## src/rtl/mul_share_sequencer.sv

```systemverilog
// Shared signed DATA_W x DATA_W shift-add multiplier sequencer with 2-requester arbitration.
// Latency: oGnt in cycle t, oDone/write strobes in cycle t+DATA_W+1, next grant no earlier than t+DATA_W+3.
// Backpressure: requests are level-held until their oGnt bit pulses; requests outside IDLE wait, they are not dropped.
// Optional feature macro: MUL_SHARE_RR_EN (round-robin arbitration; undefined = fixed priority, requester 0 first).
module mul_share_sequencer #(
  parameter int DATA_W = 16,
  parameter int ADDR_W = 8
) (
  input  logic              Clock,
  input  logic              Reset,
  input  logic [1:0]        iReq,
  input  logic [DATA_W-1:0] iOpA0,
  input  logic [DATA_W-1:0] iOpB0,
  input  logic [DATA_W-1:0] iOpA1,
  input  logic [DATA_W-1:0] iOpB1,
  input  logic [ADDR_W-1:0] iDest0,
  input  logic [ADDR_W-1:0] iDest1,
  output logic [1:0]        oGnt,
  output logic              oBusy,
  output logic              oDone,
  output logic              oDoneId,
  output logic [DATA_W-1:0] oResultLo,
  output logic [DATA_W-1:0] oResultHi,
  output logic [ADDR_W-1:0] oWriteAddress,
  output logic              oWriteEnable,
  output logic              oMulEnable
);

  localparam int ACC_W = 2 * DATA_W;
  localparam int CNT_W = (DATA_W > 1) ? $clog2(DATA_W) : 1;

  typedef enum logic [1:0] {
    S_IDLE  = 2'd0,
    S_RUN   = 2'd1,
    S_FIX   = 2'd2,
    S_WRITE = 2'd3
  } state_e;

  state_e             state_q, state_d;
  logic [CNT_W-1:0]   cnt_q, cnt_d;
  logic               id_q, id_d;
  logic [ADDR_W-1:0]  dest_q, dest_d;
  logic               sign_q, sign_d;
  // |A| keeps one extra bit so that -2^(DATA_W-1) has an exact magnitude.
  logic [DATA_W:0]    mag_a_q, mag_a_d;
  // |B| never exceeds 2^(DATA_W-1), so DATA_W bits always hold it exactly.
  logic [DATA_W-1:0]  mag_b_q, mag_b_d;
  logic [ACC_W-1:0]   acc_q, acc_d;
  logic [1:0]         gnt_q, gnt_d;
  logic [DATA_W-1:0]  res_lo_q, res_lo_d;
  logic [DATA_W-1:0]  res_hi_q, res_hi_d;
  logic [ADDR_W-1:0]  out_addr_q, out_addr_d;
  logic               out_id_q, out_id_d;
`ifdef MUL_SHARE_RR_EN
  logic               rr_q, rr_d;
`endif

  // Arbitration and operand selection signals.
  logic               req_any;
  logic               win;
  logic [DATA_W-1:0]  sel_a;
  logic [DATA_W-1:0]  sel_b;
  logic [DATA_W:0]    a_ext;
  logic [DATA_W:0]    sel_mag_a;
  logic [DATA_W-1:0]  sel_mag_b;
  logic               sel_sign;
  logic [ACC_W-1:0]   addend;
  logic [ACC_W-1:0]   prod;

  // Pick the winning requester and precompute its sign and operand magnitudes.
  always_comb begin
    req_any = |iReq;
`ifdef MUL_SHARE_RR_EN
    // On a tie the requester that did not win last time is served.
    if (iReq == 2'b11) begin
      win = ~rr_q;
    end else begin
      win = iReq[1];
    end
`else
    // Requester 0 wins whenever it is asking.
    win = ~iReq[0];
`endif
    sel_a     = win ? iOpA1 : iOpA0;
    sel_b     = win ? iOpB1 : iOpB0;
    a_ext     = {sel_a[DATA_W-1], sel_a};
    sel_mag_a = a_ext[DATA_W] ? (~a_ext + 1'b1) : a_ext;
    sel_mag_b = sel_b[DATA_W-1] ? (~sel_b + 1'b1) : sel_b;
    // A zero operand gives a zero product, so the sign is forced positive.
    sel_sign  = (sel_a[DATA_W-1] ^ sel_b[DATA_W-1]) && (|sel_a) && (|sel_b);
    addend    = ACC_W'(mag_a_q) << cnt_q;
    prod      = sign_q ? (~acc_q + 1'b1) : acc_q;
  end

  // Next-state and datapath update for the IDLE -> RUN -> FIX -> WRITE sequence.
  always_comb begin
    state_d    = state_q;
    cnt_d      = cnt_q;
    id_d       = id_q;
    dest_d     = dest_q;
    sign_d     = sign_q;
    mag_a_d    = mag_a_q;
    mag_b_d    = mag_b_q;
    acc_d      = acc_q;
    gnt_d      = 2'b00;
    res_lo_d   = res_lo_q;
    res_hi_d   = res_hi_q;
    out_addr_d = out_addr_q;
    out_id_d   = out_id_q;
`ifdef MUL_SHARE_RR_EN
    rr_d       = rr_q;
`endif

    case (state_q)
      S_IDLE: begin
        if (req_any) begin
          state_d    = S_RUN;
          cnt_d      = '0;
          id_d       = win;
          dest_d     = win ? iDest1 : iDest0;
          sign_d     = sel_sign;
          mag_a_d    = sel_mag_a;
          mag_b_d    = sel_mag_b;
          acc_d      = '0;
          gnt_d[win] = 1'b1;
`ifdef MUL_SHARE_RR_EN
          rr_d       = win;
`endif
        end
      end

      S_RUN: begin
        // One multiplier bit per cycle, always the full DATA_W iterations.
        if (mag_b_q[cnt_q]) begin
          acc_d = acc_q + addend;
        end
        cnt_d = cnt_q + 1'b1;
        if (cnt_q == CNT_W'(DATA_W - 1)) begin
          state_d = S_FIX;
        end
      end

      S_FIX: begin
        // Result registers change only here, so they hold until the next WRITE.
        res_lo_d   = prod[DATA_W-1:0];
        res_hi_d   = prod[ACC_W-1:DATA_W];
        out_addr_d = dest_q;
        out_id_d   = id_q;
        state_d    = S_WRITE;
      end

      S_WRITE: begin
        state_d = S_IDLE;
      end

      default: begin
        state_d = S_IDLE;
      end
    endcase
  end

  // State register with synchronous reset; reset aborts any operation in flight.
  always_ff @(posedge Clock) begin
    if (Reset) begin
      state_q    <= S_IDLE;
      cnt_q      <= '0;
      id_q       <= 1'b0;
      dest_q     <= '0;
      sign_q     <= 1'b0;
      mag_a_q    <= '0;
      mag_b_q    <= '0;
      acc_q      <= '0;
      gnt_q      <= 2'b00;
      res_lo_q   <= '0;
      res_hi_q   <= '0;
      out_addr_q <= '0;
      out_id_q   <= 1'b0;
`ifdef MUL_SHARE_RR_EN
      rr_q       <= 1'b1;
`endif
    end else begin
      state_q    <= state_d;
      cnt_q      <= cnt_d;
      id_q       <= id_d;
      dest_q     <= dest_d;
      sign_q     <= sign_d;
      mag_a_q    <= mag_a_d;
      mag_b_q    <= mag_b_d;
      acc_q      <= acc_d;
      gnt_q      <= gnt_d;
      res_lo_q   <= res_lo_d;
      res_hi_q   <= res_hi_d;
      out_addr_q <= out_addr_d;
      out_id_q   <= out_id_d;
`ifdef MUL_SHARE_RR_EN
      rr_q       <= rr_d;
`endif
    end
  end

  // Strobes are decoded from the WRITE state; data outputs come straight from registers.
  always_comb begin
    oGnt          = gnt_q;
    oBusy         = (state_q != S_IDLE);
    oDone         = (state_q == S_WRITE);
    oWriteEnable  = (state_q == S_WRITE);
    oMulEnable    = (state_q == S_WRITE);
    oDoneId       = out_id_q;
    oResultLo     = res_lo_q;
    oResultHi     = res_hi_q;
    oWriteAddress = out_addr_q;
  end

endmodule

```

## config.mk

```make
export PLATFORM = sky130hd
export DESIGN_NAME = mul_share_sequencer
export DESIGN_NICKNAME = d
export VERILOG_FILES = /design/src/rtl/mul_share_sequencer.sv
export SDC_FILE = /design/constraint.sdc
export NUM_CORES = 1
export LEC_CHECK = 0
export BUFFER_PORTS_ARGS = -buffer_cell sky130_fd_sc_hd__buf_4
export CORE_ASPECT_RATIO = 0.75
export CORE_UTILIZATION = 47
export CTS_CLUSTER_SIZE = 30
export DETAILED_ROUTE_END_ITERATION = 6
export PLACE_DENSITY = 0.68
export RECOVER_POWER = 100
export SLEW_MARGIN = 20
export SYNTH_ARGS = -nofsm -noshare
export SYNTH_HDL_FRONTEND = slang
export SYNTH_SLANG_ARGS = --single-unit
```

## constraint.sdc

```tcl
create_clock -name Clock -period 5.9 [get_ports Clock]
set_input_delay 1.18 -clock Clock [delete_from_list [all_inputs] [get_ports Clock]]
set_output_delay 1.18 -clock Clock [all_outputs]
set_load 0.01 [all_outputs]
```

## After elaboration in Yosys (flattened, before gate mapping)

Index checks and enable logic that the tools add are counted.

| word-level totals | value |
|---|---|
| flip-flop bits (word level) | 124 |
| latch bits | 0 |
| memory bits (writable) | 0 |
| bits in read-only memories | 0 |
| input bits | 84 |
| output and inout port bits | 47 |
| logic and storage cells | 68 |
| memories | 0 |

| operators by class | value |
|---|---|
| add/subtract/negate cells | 5 |
| multiply operators | 0 |
| div/mod/pow operators | 0 |
| order comparisons | 3 |
| equal/unequal tests | 7 |
| shift operators | 1 |
| muxes and demuxes | 18 |
| bitwise gates (word level) | 7 |
| reduce and logical (&&, ||, !) cells | 14 |

Operators by type and width:

| cell | count |
|---|---|
| 2-to-1 mux 32 bit | 3 |
| case mux 32 bit (2 select lines) | 1 |
| 2-to-1 mux 16 bit | 3 |
| adder 32 x 1 -> 32 bit (second input constant) | 1 |
| adder 32 bit | 1 |
| inverter 32 bit | 1 |
| OR reduction 16 bit | 2 |
| << shifter 17 x 4 -> 32 bit | 1 |
| adder 17 x 1 -> 17 bit (second input constant) | 1 |
| 2-to-1 mux 17 bit | 1 |
| inverter 17 bit | 1 |
| adder 16 x 1 -> 16 bit (second input constant) | 1 |
| inverter 16 bit | 1 |
| 2-to-1 mux 8 bit | 1 |
| case mux 2 bit (4 select lines) | 1 |
| case mux 4 bit (2 select lines) | 1 |
| inequality test 2 bit (second input constant) | 3 |
| AND reduction 2 bit | 3 |
| less-than comparator 4 x 5 -> 1 bit (second input constant) | 1 |
| adder 4 x 1 -> 4 bit (second input constant) | 1 |
| binary-select mux 1 bit (select 4 bit) | 1 |
| == test 2 bit (second input constant) | 2 |
| == test 4 bit (second input constant) | 1 |
| 2-to-1 mux 2 bit | 2 |
| 14 further kinds | 20 |

## Longest topological paths before layout

Gate-level depths: netlist (run 1).

| logic depth | value |
|---|---|
| word-level depth | 5 |
| gate-level depth with buffers | 20 |
| gate-level depth less buffers | 16 |

## Worst setup path before layout (run 1)

No wires, ideal clock.

| timing | value |
|---|---|
| path type | in2reg |
| from | input port iReq[0] |
| to | register sign_q |
| setup time | 0.131 ns |
| arrival time | 4.058 ns |
| data required time | 5.769 ns |
| slack | 1.711 ns |
| stages on the path | 15 |
| path buffers | 6 |
| cell sequence | buf_4 -> buf_2 -> buf_4 -> buf_2 -> buf_4 -> buf_2 -> mux2i_1 -> ha_1 -> o21ai_0 -> or2_2 -> nor4_1 -> nor2b_1 -> a211oi_1 -> nor3_1 -> nor3_1 |

| between the ends | value |
|---|---|
| longest elaborated chain between the ends | 4 |
| elaborated cells on any way between the ends | 9 |
| those cells by class | 2 x mux; 1 x bitwise; 6 x reduce/logical |

RTL lines:

| item | line | source |
|---|---|---|
| start: declaration | 11 | `input logic [1:0] iReq,` |
| 2-to-1 mux 16 bit, on equally long branches | 84, 85 |  |
| OR reduction 16 bit / bitwise XOR 1 bit (equally long branches) | 90 | `sel_sign = (sel_a[DATA_W-1] ^ sel_b[DATA_W-1]) && (\|sel_a) && (\|sel_b);` |
| logical AND 1 bit (2 in series) | 90 |  |
| end signal: assignment | 186 | `sign_q <= sign_d;` |
| end: declaration | 43 | `logic sign_q, sign_d;` |

Parallel ways exist; a longest one is shown, timed or not.
A chain may end at the register's enable or synchronous reset.

## Worst setup path in the final report (run 1)

| timing | value |
|---|---|
| from | register cnt_q[1] |
| to | register acc_q[31] |

| between the ends | value |
|---|---|
| longest elaborated chain between the ends | 4 |
| elaborated cells on any way between the ends | 8 |
| those cells by class | 1 x add/sub; 1 x eq/ne; 1 x shift; 4 x mux; 1 x reduce/logical |

RTL lines:

| item | line | source |
|---|---|---|
| start: declaration | 40 | `logic [CNT_W-1:0] cnt_q, cnt_d;` |
| start signal: assignment | 183 | `cnt_q <= cnt_d;` |
| << shifter 17 x 4 -> 32 bit / binary-select mux 1 bit (select 4 bit) (equally long branches) | 91, 134 |  |
| adder 32 bit / 2-to-1 mux 1 bit (equally long branches) | 135, 134 |  |
| 2-to-1 mux 32 bit / inequality test 2 bit (equally long branches) | n/a |  |
| case mux 32 bit (2 select lines) / AND reduction 3 bit (equally long branches) | n/a |  |
| end signal: assignment | 172 | `acc_q <= '0;` |
| end signal: assignment | 189 | `acc_q <= acc_d;` |
| end: declaration | 48 | `logic [ACC_W-1:0] acc_q, acc_d;` |

Parallel ways exist; a longest one is shown, timed or not. The select of a mux whose other input is x is not followed.

==> results of run 1 <==
layout make-up:
class / instances / area (um2) / share of cell area
timing repair buffer: 141 / 875 / 0.0850
multi-input combinational: 943 / 5960 / 0.579
inverter: 20 / 75.1 / 0.00729
tap: 247 / 309 / 0.0300
clock buffer: 18 / 439 / 0.0427
clock inverter: 14 / 158 / 0.0153
sequential: 124 / 2480 / 0.241
final timing paths:
check	slack, ps	end	start	depth (start not counted)
setup / recovery	1060	acc_q[31]	cnt_q[1]	15
hold / removal	450	mag_b_q[7]	mag_b_q[7]	2
setup reg to reg	1060	acc_q[31]	cnt_q[1]	15
hold reg to reg	450	mag_b_q[7]	mag_b_q[7]	2
power by group:
part	switching (mW)	internal, mW
combinational	0.929	0.580
clock	0.419	0.641
sequential	0.152	1.02
total	1.50	2.25
placed cells by master, fill, tap and decap left out, types with 6 or more instances in the layout:
| cell type | count |
|---|---|
| nor2_1 | 149 |
| nand2_1 | 128 |
| dfxtp_1 | 123 |
| a21oi_1 | 101 |
| buf_4 | 92 |
| o21ai_0 | 71 |
| mux2i_1 | 70 |
| a211oi_1 | 49 |
| clkbuf_1 | 49 |
| xor2_1 | 44 |
| nor3_1 | 43 |
| ha_1 | 38 |
| nand3_1 | 26 |
| inv_1 | 20 |
| a22oi_1 | 18 |
| clkbuf_16 | 17 |
| or3_1 | 16 |
| o31ai_1 | 14 |
| xnor2_1 | 14 |
| a21o_1 | 14 |
| o211ai_1 | 13 |
| nor2b_1 | 11 |
| and3_1 | 10 |
| nand2b_1 | 8 |
| or2_2 | 8 |
| mux2_2 | 6 |
| a31oi_1 | 6 |
| and2_1 | 6 |
| nand4_1 | 6 |
| o21a_1 | 6 |
| nor4_1 | 6 |
| nor3b_1 | 6 |
flip-flops by register name, indices dropped and copies added (netlist names), 2 cells and up:
name,cells
dest_q,8
oResultHi,16
oWriteAddress,8
oGnt,2
mag_a_q,17
cnt_q,4
mag_b_q,16
acc_q,32
oResultLo,16
state_q,2
metrics by stage:
step	cell area (um2)	hold WS (ps)	setup WS, ps	instances	total power [mW]
final	10300	454	1060	1507	3.75
after global routing	10300	469	592	1507	4.01
after CTS	10500	458	1640	1507	3.83
after detailed placement	9900	445	1680	1475	2.76
after global placement	9900	440	1760	1475	2.75
after floorplan	8850	429	1710	1166	2.30
tightest hold or removal path, stage by stage, from the launching register on:
cell and delay [ps]:
dfxtp_1 310, nand2_1 50, a21oi_1 50
kinds of logic after synthesis:
| logic type | after synthesis |
|---|---|
| xor+xnor | 58 |
| simple gates | 433 |
| buf+inv | 99 |
| compound gates | 330 |
| fa+ha+maj | 40 |
| mux | 82 |
| flops | 124 |
metal layers:
metal  up-vias  wire [um]  share of wire
li1       4394          -              -
met4         0        231          0.010
met5         -          0              0
met3        22       1210          0.054
met1      3829      11900           0.53
met2       206       9020           0.40
==> results.sh, run 1 <==
export IMPL_synthArstFlopShare=0
export IMPL_synthSimpleGateAreaFrac=0.225
export IMPL_met1_usage=0.349
export IMPL_syn_nets=1290
export IMPL_grt_overflow_total=0
export IMPL_die_x_um=160
export IMPL_critPathMaxStageDelay_ps=820
export IMPL_synth_compound_area_share=0.235
export IMPL_synth_edff_count=0
export IMPL_cp_num_buf_inv=1
export IMPL_clk_pin_slew_ps=60
export IMPL_synth_seq_cells=124
export IMPL_worstMarginPinSlew_ps=2910
export IMPL_nFillCells=1801
export IMPL_coreArea_um2=18500
export IMPL_syn_area_um2=8850
export IMPL_rsz0062_at_grt="false"
export IMPL_setup_viol=0
export IMPL_timing_max_cap_violations=2
export IMPL_use_met2=0.340
export IMPL_synth_top_area_cell="dfxtp_1"
export IMPL_final_nets=1371
export IMPL_numClockSinks=124
export IMPL_synth_top_area_frac=0.280
export IMPL_synth_mux_area_frac=0.0995
export IMPL_criticalPathCategory="reg -> reg"
export IMPL_powerDensity_nw_per_um2=364
export IMPL_die_area_um2=19400
export IMPL_cts_hold_buf=0
export IMPL_diodes=0
export IMPL_cts_tree="done"
export IMPL_hold_class="reg -> reg"
export IMPL_first_pass_iters=5
export IMPL_met3_usage=0.0475
export IMPL_skew_ps=11.6
export IMPL_setup_tns_ps=0
export IMPL_hold_viol=0
export IMPL_syn2layout_area_growth_pct=16.3
export IMPL_syn_avg_cell_area_um2=7.59
export IMPL_dr_first_iter_drc_count=623
export IMPL_wl_per_cell_um=14.9
export IMPL_finalCritPeriodShare=0.821
export IMPL_vias_per_cell=5.61
export IMPL_place_congestion=0.946
export IMPL_dp_hpwl_um=16900
export IMPL_ys_flop_type="dfxtp_1"
export IMPL_slew_violations=108
export IMPL_wl_um=22400
export IMPL_drc=0
export IMPL_die_h_um=121
export IMPL_grt_use_total=0.234
export IMPL_port_buffers=130
export IMPL_grt_pass1_wl_um=37000
export IMPL_critPathCaptureType="register"
export IMPL_synthXorXnorAreaFrac=0.0574
export IMPL_initial_utilization=0.480
export IMPL_crit_chain="clkbuf_1, mux2_2, nor2_1, a21oi_1, mux2i_1, o22ai_1, ha_1, a211oi_1, nor2_1, o41ai_1, a21oi_1, a211oi_1, a21oi_1, o211a_1, a211oi_1"
export IMPL_leakagePower_nw=4.17
export IMPL_synth_yosys_seq_area_share=0.280
export IMPL_post_synth_top_count_cell="nor2_1"
export IMPL_ys_warn_count=0
export IMPL_crit_slowest_cell="clkbuf_1"
export IMPL_cp_max_fo=22
export IMPL_relSlewSlack=-0.946
export IMPL_cts_buffers=17
export IMPL_ioPinCount=131
export IMPL_clk_latency_ps=430
export IMPL_synth_area_leaders="dfxtp_1 28%, mux2i_1 7.9%, nor2_1 6.3%, a21oi_1 5.7%, ha_1 5.5%"
export IMPL_synth_fa_ha_area_frac=0.0574
export IMPL_busiest_layer="met1"
export IMPL_post_cts_buffers=0
export IMPL_vias=8451
export IMPL_synth_distinct_cells=63
export IMPL_synth_top_family_by_area="compound AO/OA/AOI/OAI gates"
export IMPL_drive_gt1_frac=0.119
export IMPL_synthCells=1166
export IMPL_rows=43
export IMPL_fin_util=0.558
export IMPL_worstPathArrival_ps=5180
export IMPL_ant_nets=0
export IMPL_max_freq_mhz=206
export IMPL_crit_required_ps=6240
export IMPL_antenna_found_initial=0
export IMPL_clockBufferDepth=2
export IMPL_synthTopCellsByCount="149 x nor2_1, 128 x nand2_1, 124 x dfxtp_1"
export IMPL_htreeDepth=4
export IMPL_cts_resized=0
export IMPL_grt_pass1_vias=7544
export IMPL_max_vdd_ir_drop_mv=0.200
export IMPL_cp_top_family="compound AO/OA/AOI/OAI gates"
export IMPL_violations="capacitance limit, slew limit"
export IMPL_grt_max_degree=60
export IMPL_worstSetupStartpointType="register"
export IMPL_status="complete, but fails checks"
export IMPL_period_minus_slack_ps=4840
export IMPL_cts_root_buf="clkbuf_16"
(Power assumes the default switching activity.)
==> inputs of run 2 (changes only) <==
clock period = 5.05 ns   (was 5.9 ns; I/O delays follow)
==> results.sh, run 2 (same netlist as run 1, synthesis figures left out) <==
export IMPL_cts_tree="done"
export IMPL_initial_utilization=0.480
export IMPL_clk_latency_ps=430
export IMPL_drive_gt1_frac=0.122
export IMPL_hold_viol=0
export IMPL_met3_usage=0.0458
export IMPL_met1_usage=0.360
export IMPL_top_regs="acc_q (32), mag_a_q (17)"
export IMPL_cp_max_fo=84
export IMPL_syn2layout_area_growth_pct=16.7
export IMPL_wl_per_cell_um=15.5
export IMPL_place_area_um2=9930
export IMPL_vias=8580
export IMPL_die_h_um=121
export IMPL_worstSetupStartpointType="primary input"
export IMPL_first_pass_iters=5
export IMPL_largest_register="acc_q"
export IMPL_cp_num_buf_inv=2
export IMPL_coreArea_um2=18500
export IMPL_grt_pass1_vias=7554
export IMPL_numClockSinks=124
export IMPL_largest_register_ffs=32
export IMPL_die_x_um=160
export IMPL_dp_hpwl_um=17500
export IMPL_max_vdd_ir_drop_mv=0.205
export IMPL_htreeDepth=4
export IMPL_ioPinCount=131
export IMPL_vias_per_cell=5.69
export IMPL_status="complete, but fails checks"
export IMPL_cts_hold_buf=0
export IMPL_relSlewSlack=-1.47
export IMPL_period_minus_slack_ps=4310
export IMPL_grt_max_degree=85
export IMPL_violations="capacitance limit, slew limit"
export IMPL_max_freq_mhz=232
export IMPL_grt_pass1_wl_um=38200
export IMPL_worstMarginPinSlew_ps=3710
export IMPL_use_met2=0.356
export IMPL_place_congestion=0.969
export IMPL_wl_um=23400
export IMPL_slew_violations=124
export IMPL_clk_pin_slew_ps=50
export IMPL_cts_buffers=17
export IMPL_critPathCaptureType="register"
export IMPL_skew_ps=16.8
export IMPL_die_area_um2=19400
export IMPL_crit_chain="clkbuf_2, clkbuf_1, a21oi_1"
export IMPL_hold_class="reg -> reg"
export IMPL_finalCritPeriodShare=0.854
export IMPL_rsz0062_at_grt="false"
export IMPL_cts_root_buf="clkbuf_16"
export IMPL_leakagePower_nw=4.19
export IMPL_cts_resized=0
export IMPL_drc=0
export IMPL_grt_use_total=0.243
export IMPL_ant_nets=0
export IMPL_timing_max_cap_violations=2
export IMPL_crit_slowest_cell="clkbuf_1"
export IMPL_clockBufferDepth=2
export IMPL_antenna_found_initial=0
export IMPL_post_cts_buffers=0
export IMPL_r2r_slack_ps=750
export IMPL_cp_top_family="buffers and inverters"
export IMPL_powerDensity_nw_per_um2=428
export IMPL_port_buffers=130
export IMPL_diodes=0
export IMPL_setup_viol=0
export IMPL_crit_required_ps=5150
export IMPL_busiest_layer="met1"
export IMPL_setup_tns_ps=0
export IMPL_criticalPathCategory="in -> reg"
export IMPL_dr_first_iter_drc_count=696
export IMPL_worstPathArrival_ps=4410
export IMPL_layout_common_cells="149 x nor2_1, 128 x nand2_1, 123 x dfxtp_1"
export IMPL_final_nets=1374
export IMPL_final_common_cell="nor2_1"
export IMPL_final_area_um2=10300
export IMPL_rows=43
export IMPL_grt_overflow_total=0
export IMPL_critPathMaxStageDelay_ps=2640
-- run 2: changes by cell type in the layout (fill, tap and decap cells not counted), sizes merged --
| cell | before | now |
|---|---|---|
| clkbuf | 67 | 70 |
| clkinvlp | 2 | 1 |
| buf | 92 | 95 |
| inv | 26 | 22 |
| clkinv | 4 | 3 |
| bufinv | 2 | 3 |
-- run 2: where the power goes --
group	leakage, nW	switching [mW]	internal (mW)
logic	2.89	1.11	0.680
clock network	0.290	0.449	0.800
registers	1.01	0.182	1.20
-- run 2: cell type report --
type	count	area (um2)
flip-flops and latches	124	2480
well taps	247	309
inverters	20	75.1
repair buffers	144	898
multi-input cells	943	5960
fillers	1780	8130
clock inverters	9	138
clock buffers	21	460
-- run 2: layer usage --
metal,wire length [um],up-vias
met5,0,-
met4,194,0
met3,1420,14
met2,9610,257
met1,12200,3928
li1,-,4381
-- run 2: tightest hold or removal path, delay by kind of cell (launching register included) --
family | cells | cell delay, ps
AOI/OAI and AO/OA | 1 | 50
and+or+nand+nor | 1 | 50
DFF | 1 | 300
-- run 2: path summary, 6_finish.rpt --
path               start           to  depth (start not counted)
min reg2reg  mag_b_q[11]  mag_b_q[11]                          2
max reg2reg     cnt_q[1]    acc_q[31]                         14
max                Reset   mag_b_q[8]                          3
min          mag_b_q[11]  mag_b_q[11]                          2
-- run 2: stage by stage --
step	hold WS, ps	worst slack [ps]	instances	power [mW]	utilization
floorplan	429	1030	1166	2.68	-
global placement	440	956	1478	3.23	0.538
detailed placement	446	840	1478	3.25	0.538
CTS	452	827	1508	4.52	0.570
global route	464	381	1508	4.72	0.560
finish	450	737	1508	4.42	0.560
==> inputs of run 3 (changes only) <==
PLACE_DENSITY = 0.74   (was 0.68)
==> results.sh, run 3 (same netlist as run 1, synthesis figures left out) <==
export IMPL_criticalPathCategory="reg -> reg"
export IMPL_diodes=0
export IMPL_die_h_um=121
export IMPL_skew_ps=8.68
export IMPL_wl_um=23100
export IMPL_drc=0
export IMPL_coreArea_um2=18500
export IMPL_antenna_found_initial=0
export IMPL_leakagePower_nw=4.17
export IMPL_htreeDepth=4
export IMPL_slew_violations=150
export IMPL_die_x_um=160
export IMPL_layout_common_cells="148 x nor2_1, 128 x nand2_1, 123 x dfxtp_1"
export IMPL_clockBufferDepth=2
export IMPL_clk_latency_ps=420
export IMPL_worstSetupStartpointType="register"
export IMPL_crit_chain="buf_4, mux2i_1, a21oi_1, mux2i_1, o22ai_1, ha_1, a211oi_1, nor2_1, o41ai_1, a21oi_1, a211oi_1, a21oi_1, o211a_1, a211oi_1"
export IMPL_port_buffers=130
export IMPL_die_area_um2=19400
export IMPL_wl_per_cell_um=15.3
export IMPL_rsz0062_at_grt="false"
export IMPL_vias=8602
export IMPL_grt_pass1_wl_um=38600
export IMPL_dp_hpwl_um=17000
export IMPL_crit_required_ps=5390
export IMPL_critPathMaxStageDelay_ps=740
export IMPL_hold_class="reg -> reg"
export IMPL_hold_viol=0
export IMPL_cts_buffers=17
export IMPL_cts_tree="done"
export IMPL_power_frac_seq=0.316
export IMPL_ioPinCount=131
export IMPL_dr_first_iter_drc_count=810
export IMPL_critPathCaptureType="register"
export IMPL_violations="capacitance limit, slew limit"
export IMPL_first_pass_iters=5
export IMPL_rows=43
export IMPL_top_regs="acc_q (32), mag_a_q (17)"
export IMPL_numClockSinks=124
export IMPL_final_nets=1371
export IMPL_grt_max_degree=85
export IMPL_largest_register="acc_q"
export IMPL_cts_root_buf="clkbuf_16"
export IMPL_p_sw_frac=0.404
export IMPL_clkPwrFrac=0.276
export IMPL_max_vdd_ir_drop_mv=0.213
export IMPL_grt_overflow_total=0
export IMPL_final_common_cell="nor2_1"
export IMPL_syn2layout_area_growth_pct=16.4
export IMPL_grt_use_total=0.243
export IMPL_intPower_mw=2.60
export IMPL_largest_register_ffs=32
export IMPL_worstPathArrival_ps=4830
export IMPL_relSlewSlack=-1.51
export IMPL_period_minus_slack_ps=4500
export IMPL_clk_pin_slew_ps=60
export IMPL_place_congestion=0.951
export IMPL_cp_max_fo=18
export IMPL_finalCritPeriodShare=0.890
export IMPL_cts_hold_buf=0
export IMPL_vias_per_cell=5.71
export IMPL_drive_gt1_frac=0.123
export IMPL_p_comb_frac=0.408
export IMPL_setup_tns_ps=0
export IMPL_p_switching_mw=1.76
export IMPL_initial_utilization=0.480
export IMPL_status="complete, but fails checks"
export IMPL_hold_slack_ps=449
export IMPL_cts_resized=0
export IMPL_max_freq_mhz=222
export IMPL_timing_max_cap_violations=2
export IMPL_powerDensity_nw_per_um2=423
export IMPL_setup_viol=0
export IMPL_nFillCells=1791
export IMPL_crit_slowest_cell="dfxtp_1"
export IMPL_ant_nets=0
export IMPL_post_cts_buffers=0
export IMPL_worstMarginPinSlew_ps=3760
export IMPL_grt_pass1_vias=7829
[run 3: power by group through the flow]
stage               Combinational (mW)  Sequential, mW  Clock [mW]
floorplan                         1.31            1.37           0
global placement                  1.82            1.39           0
detailed placement                1.84            1.39           0
CTS                               1.86            1.38        1.22
global route                      1.99            1.41        1.26
finish                            1.78            1.38        1.21
[run 3: worst paths after layout]
| check | from | endpoint | cells past startpoint | slack [ps] |
|---|---|---|---|---|
| max reg2reg | cnt_q[1] | acc_q[31] | 14 | 550 |
| min | mag_b_q[11] | mag_b_q[11] | 2 | 450 |
| min reg2reg | mag_b_q[11] | mag_b_q[11] | 2 | 450 |
| max | cnt_q[1] | acc_q[31] | 14 | 550 |
[run 3: area by class of cell]
type                       instances  area, um2  area share
sequential                       124       2480       0.241
clock inverter                    11        105      0.0102
clock buffer                      21        480      0.0466
multi-input combinational        943       5980       0.580
tap                              247        309      0.0300
inverter                          20       75.1     0.00729
timing repair buffer             141        870      0.0844
[run 3: metal layers]
layer  wire (um)  track usage  part of all wire  vias up
met5           0            0                 0        -
met3        1330       0.0475             0.058       21
met4         196       0.0560            0.0085        0
li1            -            -                 -     4385
met1       11900        0.353              0.52     3972
met2        9670        0.369              0.42      224
[run 3: critical path, delay by kind of cell, from the launching register on]
kind | cells | cell delay, ps
muxes | 2 | 530
adders and majority gates | 1 | 370
buffers and inverters | 1 | 330
and+or+nand+nor | 1 | 90
DFF | 1 | 740
AOI/OAI and AO/OA | 9 | 2350
[run 3: metrics by stage]
stage / worst slack, ps / power (mW) / instance area, um2 / std cells / util
after global routing: 183 / 4.66 / 10300 / 1507 / 0.558
after global placement: 759 / 3.21 / 9900 / 1475 / 0.537
after CTS: 621 / 4.45 / 10500 / 1507 / 0.568
final: 554 / 4.36 / 10300 / 1507 / 0.558
after detailed placement: 696 / 3.24 / 9900 / 1475 / 0.537
after floorplan: 1030 / 2.68 / 8850 / 1166 / -
